$ cat src/rtl/alu_ctrl_pkg.sv
// Shared definitions for the ALU control pipe.
// Contents: ALUControl encodings, ALUOp classes, Funct codes, FSM state
// constants and the held decode payload.
package alu_ctrl_pkg;

   localparam int unsigned ALU_W   = 4;
   localparam int unsigned OP_W    = 2;
   localparam int unsigned FUNCT_W = 6;
   localparam int unsigned CNT_W   = 8;

   typedef logic [ALU_W-1:0]   alu_ctrl_t;
   typedef logic [OP_W-1:0]    alu_op_t;
   typedef logic [FUNCT_W-1:0] funct_t;

   // ALUControl encodings
   localparam alu_ctrl_t ALU_AND  = 4'b0000;
   localparam alu_ctrl_t ALU_OR   = 4'b0001;
   localparam alu_ctrl_t ALU_ADD  = 4'b0010;
   localparam alu_ctrl_t ALU_XOR  = 4'b0011;
   localparam alu_ctrl_t ALU_SUB  = 4'b0110;
   localparam alu_ctrl_t ALU_SLT  = 4'b0111;
   localparam alu_ctrl_t ALU_SLL  = 4'b1000;
   localparam alu_ctrl_t ALU_SRL  = 4'b1001;
   localparam alu_ctrl_t ALU_SRA  = 4'b1010;
   localparam alu_ctrl_t ALU_NOR  = 4'b1100;
   localparam alu_ctrl_t ALU_MULT = 4'b1101;
   localparam alu_ctrl_t ALU_DIV  = 4'b1110;
   localparam alu_ctrl_t ALU_SLTU = 4'b1111;

   // Main-decoder op classes
   localparam alu_op_t OP_ADD   = 2'b00;
   localparam alu_op_t OP_SUB   = 2'b01;
   localparam alu_op_t OP_RTYPE = 2'b10;
   localparam alu_op_t OP_SLT   = 2'b11;

   // R-type function codes
   localparam funct_t F_ADD  = 6'b100000;
   localparam funct_t F_ADDU = 6'b100001;
   localparam funct_t F_SUB  = 6'b100010;
   localparam funct_t F_SUBU = 6'b100011;
   localparam funct_t F_AND  = 6'b100100;
   localparam funct_t F_OR   = 6'b100101;
   localparam funct_t F_XOR  = 6'b100110;
   localparam funct_t F_NOR  = 6'b100111;
   localparam funct_t F_SLT  = 6'b101010;
   localparam funct_t F_SLTU = 6'b101011;
   localparam funct_t F_SLL  = 6'b000000;
   localparam funct_t F_SRL  = 6'b000010;
   localparam funct_t F_SRA  = 6'b000011;
   localparam funct_t F_MULT = 6'b011000;
   localparam funct_t F_DIV  = 6'b011010;

   // FSM states
   typedef logic [0:0] state_t;
   localparam state_t ST_IDLE    = 1'b0;
   localparam state_t ST_MD_BUSY = 1'b1;

   // Decode result held in the output register
   typedef struct packed {
      alu_ctrl_t ctrl;
      logic      illegal;
      logic      is_md;
   } dec_t;

endpackage

$ cat src/rtl/alu_decode_comb.sv
// Combinational ALU control decode.
// Ports: i_alu_op, i_funct -> o_alu_ctrl, o_illegal, o_is_md.
module alu_decode_comb
   import alu_ctrl_pkg::*;
(
   input  logic [OP_W-1:0]    i_alu_op,
   input  logic [FUNCT_W-1:0] i_funct,
   output logic [ALU_W-1:0]   o_alu_ctrl,
   output logic               o_illegal,
   output logic               o_is_md
);

   always_comb begin
      o_alu_ctrl = ALU_AND;
      o_illegal  = 1'b0;
      o_is_md    = 1'b0;
      case (i_alu_op)
         OP_ADD: o_alu_ctrl = ALU_ADD;
         OP_SUB: o_alu_ctrl = ALU_SUB;
         OP_SLT: o_alu_ctrl = ALU_SLT;
         default: begin
            case (i_funct)
               F_ADD, F_ADDU: o_alu_ctrl = ALU_ADD;
               F_SUB, F_SUBU: o_alu_ctrl = ALU_SUB;
               F_AND:  o_alu_ctrl = ALU_AND;
               F_OR:   o_alu_ctrl = ALU_OR;
               F_XOR:  o_alu_ctrl = ALU_XOR;
               F_NOR:  o_alu_ctrl = ALU_NOR;
               F_SLT:  o_alu_ctrl = ALU_SLT;
               F_SLTU: o_alu_ctrl = ALU_SLTU;
               F_SLL:  o_alu_ctrl = ALU_SLL;
               F_SRL:  o_alu_ctrl = ALU_SRL;
               F_SRA:  o_alu_ctrl = ALU_SRA;
               F_MULT: begin
                  o_alu_ctrl = ALU_MULT;
                  o_is_md    = 1'b1;
               end
               F_DIV: begin
                  o_alu_ctrl = ALU_DIV;
                  o_is_md    = 1'b1;
               end
               default: o_illegal = 1'b1;
            endcase
         end
      endcase
   end

endmodule

$ cat src/rtl/alu_control_pipe.sv
// Registered ALU control stage with valid/ready handshake and a busy
// tracker for the multi-cycle mult/div unit.
// Ports: clk, reset_n; InValid/InReady/ALUOp/Funct request side;
// OutValid/OutReady/ALUControl/Illegal result side; Flush;
// MDStart pulse and MDBusy status for the mult/div unit.
module alu_control_pipe
   import alu_ctrl_pkg::*;
#(
   parameter int unsigned CTRL_W    = 4,
   parameter int unsigned MD_CYCLES = 32
) (
   input  logic              clk,
   input  logic              reset_n,
   input  logic              InValid,
   output logic              InReady,
   input  logic [1:0]        ALUOp,
   input  logic [5:0]        Funct,
   input  logic              Flush,
   output logic              OutValid,
   input  logic              OutReady,
   output logic [CTRL_W-1:0] ALUControl,
   output logic              Illegal,
   output logic              MDStart,
   output logic              MDBusy
);

   state_t           r_state;
   state_t           w_state_nxt;
   logic [CTRL_W-1:0] r_unused_pad;
   logic [CNT_W-1:0] r_cnt;
   logic [CNT_W-1:0] w_cnt_nxt;
   logic             r_out_valid;
   dec_t             r_out;
   dec_t             w_dec;
   logic             w_accept;
   logic             w_hs;
   logic             w_md_start;
   logic             w_in_ready;

   alu_decode_comb u_dec (
      .i_alu_op   (ALUOp),
      .i_funct    (Funct),
      .o_alu_ctrl (w_dec.ctrl),
      .o_illegal  (w_dec.illegal),
      .o_is_md    (w_dec.is_md)
   );

   // A held mult/div result must hand off before anything new enters, so the
   // busy window can start cleanly; reset also blocks requests.
   assign w_in_ready = reset_n & (r_state == ST_IDLE)
                     & (~r_out_valid | (OutReady & ~r_out.is_md)) & ~Flush;
   assign w_accept   = InValid & w_in_ready;
   assign w_hs       = r_out_valid & OutReady;
   assign w_md_start = reset_n & w_hs & r_out.is_md & ~Flush & (r_state == ST_IDLE);

   // FSM state register
   always_ff @(posedge clk or negedge reset_n) begin
      if (!reset_n) begin
         r_state <= ST_IDLE;
         r_cnt   <= '0;
      end else begin
         r_state <= w_state_nxt;
         r_cnt   <= w_cnt_nxt;
      end
   end

   // Next-state logic; counter runs MD_CYCLES-1 down to 0
   always_comb begin
      w_state_nxt = r_state;
      w_cnt_nxt   = r_cnt;
      case (r_state)
         ST_IDLE: begin
            if (w_md_start) begin
               w_state_nxt = ST_MD_BUSY;
               w_cnt_nxt   = CNT_W'(MD_CYCLES - 1);
            end
         end
         default: begin
            if (r_cnt == '0) begin
               w_state_nxt = ST_IDLE;
            end else begin
               w_cnt_nxt = r_cnt - CNT_W'(1);
            end
         end
      endcase
      if (Flush) begin
         w_state_nxt = ST_IDLE;
         w_cnt_nxt   = '0;
      end
   end

   // Output register: load on accept, drop on handshake, clear on flush
   always_ff @(posedge clk or negedge reset_n) begin
      if (!reset_n) begin
         r_out_valid <= 1'b0;
         r_out       <= '0;
      end else if (Flush) begin
         r_out_valid <= 1'b0;
      end else if (w_accept) begin
         r_out_valid <= 1'b1;
         r_out       <= w_dec;
      end else if (w_hs) begin
         r_out_valid <= 1'b0;
      end
   end

   // Zero constant kept as a register-free tie for zero-extension clarity
   always_comb r_unused_pad = '0;

   assign InReady    = w_in_ready;
   assign OutValid   = r_out_valid;
   assign ALUControl = r_unused_pad | CTRL_W'(r_out.ctrl);
   assign Illegal    = r_out.illegal;
   assign MDStart    = w_md_start;
   assign MDBusy     = (r_state == ST_MD_BUSY);

endmodule

$ cat config.mk
export PLATFORM = sky130hd
export DESIGN_NAME = alu_control_pipe
export DESIGN_NICKNAME = d
export VERILOG_FILES = /design/src/rtl/alu_ctrl_pkg.sv /design/src/rtl/alu_decode_comb.sv /design/src/rtl/alu_control_pipe.sv
export SDC_FILE = /design/constraint.sdc
export NUM_CORES = 1
export LEC_CHECK = 0
export ABC_AREA = 1
export CELL_PAD_IN_SITES_DETAIL_PLACEMENT = 0
export CELL_PAD_IN_SITES_GLOBAL_PLACEMENT = 1
export CORE_MARGIN = 2
export CORE_UTILIZATION = 38
export CTS_BUF_LIST = sky130_fd_sc_hd__clkbuf_8
export DETAILED_ROUTE_END_ITERATION = 10
export MAX_ROUTING_LAYER = met4
export PLACE_DENSITY = 0.82
export SLEW_MARGIN = 20
export SYNTH_ARGS = -nofsm -noshare
export SYNTH_HDL_FRONTEND = slang
export SYNTH_SLANG_ARGS = --single-unit
$ cat constraint.sdc
create_clock -name clk -period 1.6 [get_ports clk]
set_clock_uncertainty 0.05 [all_clocks]
set_input_delay 0.16 -clock clk [delete_from_list [all_inputs] [get_ports clk]]
set_output_delay 0.16 -clock clk [all_outputs]
set_load 0.01 [all_outputs]
==> results_dict.tcl <==
set metrics [dict create \
    design_area_mm2 0.00152 \
    finalPower_uw 998 \
    netlist-cell-type-count 28 \
    synthToLayoutAreaGrowth_pct 31.0 \
    drtIter0Drc 58 \
    rsz0062_at_grt "false" \
    min_path_type "in -> async" \
    grt_pass1_vias 1101 \
    dieWidth_um 59.2 \
    dr.pass1.iters 4 \
    place_hpwl_um 2060 \
    layout-drive-gt1-share 0.188 \
    syn_nets 185 \
    worstMarginPinSlew_ns 0.286 \
    synth_area_mm2 0.00116 \
    critPathKind "in -> out" \
    placed_area_mm2 0.00146 \
    antenna_found_initial 0 \
    worstSetupStartpointType "input pin" \
    vias 1151 \
    ys_seq_area_frac 0.345 \
    synth_seq_cells 16 \
    yosys_warnings 0 \
    p_per_area_mw_per_mm2 657 \
    worst_slack_ns 0.0572 \
    wl_per_cell_um 10.8 \
    rows 20 \
    grt_max_degree 17 \
    drc 0 \
    ff_latch_area_um2 400 \
    insertedDiodeCount 0 \
    grt_use_total 0.169 \
    final_common_cell "nand2_1" \
    slew_headroom 0.808 \
    status "completed" \
    clock.fmax_mhz 648 \
    pre_cts_slack_ns -0.329 \
    dieArea_mm2 0.00351 \
    drv_slew 0 \
    die_h_um 59.2 \
    cts_buffer_depth 2 \
    overflow 0 \
    post-route-min-period_ns 1.54 \
    p_leak_uw 0.000830 \
    cts_made_buffers 3 \
    wl_um 2530 \
    via_per_inst 4.90 \
    hold_violations 0 \
    initial_core_util 0.389 \
    layout_common_cells "54 x nand2_1, 23 x inv_1, 19 x clkdlybuf4s50_1, 18 x nor2_1, 16 x dfrtp_1" \
    insertion_delay_ns 0.25 \
    crit_fanout 2 \
    synth_area_per_cell_um2 6.82 \
    cts-root-buf "clkbuf_8" \
    finalSetupViolations 0 \
    core_area_mm2 0.00298 \
    gp_congestion 0.836 \
    clkSinkCount 16 \
    worstPathArrival_ns 1.33 \
    tritoncts "built" \
    n_fill_cell 302 \
    post_cts_buffers 0 \
    worstPathRequired_ns 1.39 \
    synthCells 170 \
    ir_drop_mv 0.354 \
    clk_pin_slew_ns 0.07 \
    cts.htree.levels 1 \
    portBuffers 21 \
    holdWs_ns 0.398 \
    ctsHoldBuffers 0 \
    fin_crit_sh 0.964 \
    maxCapViolCount 0 \
    multi_input_area_um2 621 \
    end_kind "output pin" \
    final_antenna_net_count 0 \
    nets 218 \
    grt_pass1_wl_um 4420 \
    io_pins 22 \
]
[per-layer routing]
layer / part of all wire / track usage
met1: 0.43 / 0.188
met2: 0.53 / 0.298
met3: 0.027 / 0.0349
met4: 0.0055 / 0.0519
met5: 0 / -
[timing repair]
| item | CTS | global route |
|---|---|---|
| setup endpoints to repair | 2 | 9 |
| hold endpoints to repair | 0 | 0 |
| cloned | 0 | 0 |
| pin swaps | 0 | 3 |
| gates resized for setup | 5 | 4 |
[area by class of cell]
type / count / share of cell area
Sequential cell: 16 / 0.264
Timing Repair Buffer: 32 / 0.189
Tap cell: 33 / 0.0272
Inverter: 30 / 0.0758
Multi-Input combinational cell: 120 / 0.409
Clock buffer: 4 / 0.0362
[power by group]
part	switching [uW]	internal, uW	total, uW
sequential	12.2	426	438
clock	138	218	356
combinational	99.1	105	204
[critical path, cell delays in order]
cell             delay [ns]
clkdlybuf4s50_1        0.52
buf_4                  0.15
nand3_4                0.08
nor2_4                 0.14
dlygate4sd2_1          0.28
[path summary, 6_finish.rpt]
check | cells after the start | end | slack [ns] | from
min | 3 | r_cnt[7] | 0.40 | reset_n
min in group clk | 2 | ALUControl[0] | 0.44 | ALUControl[0]
max in group asynchronous | 3 | r_cnt[2] | 0.91 | reset_n
min reg2reg | 2 | ALUControl[0] | 0.44 | ALUControl[0]
max reg2reg | 7 | r_cnt[3] | 0.12 | r_cnt[1]
max | 5 | InReady | 0.06 | reset_n
[sequential cells by signal, indices dropped and copies added, names as in the netlist]
signal / count
r_cnt: 8
ALUControl: 4
Illegal: 1
MDBusy: 1
OutValid: 1
r_out: 1
[kinds of logic after synthesis]
logic type / after synthesis / share of synthesized area
AND/OR/NAND/NOR: 99 / 0.403
AO/OA/AOI/OAI: 17 / 0.0895
flip-flops: 16 / 0.345
XOR/XNOR: 2 / 0.0151
buffers and inverters: 34 / 0.125
adder cells (fa/ha/maj): 2 / 0.0216
[stage by stage]
step | util | setup TNS, ns | cells
floorplan | - | 0 | 170
global placement | 0.492 | -0.517 | 231
detailed placement | 0.492 | -0.542 | 231
CTS | 0.511 | 0 | 235
global route | 0.510 | 0 | 235
finish | 0.510 | 0 | 235
[synth_stat cells, drive strengths merged]
cell type  count  area [um^2]
a21oi          4         31.3
a31oi          1         6.26
buf            4         30.0
dfrtp         16          400
ha             2         25.0
inv           30          115
nand2         58          233
nand3         11         82.6
nand4          6         37.5
nor2          21         91.3
nor3           1         5.00
nor3b          1         12.5
o21ai          9         45.0
o21bai         1         7.51
o22ai          1         6.26
o31ai          1         7.51
or2            1         6.26
xor2           2         17.5
(Power assumes the default switching activity.)
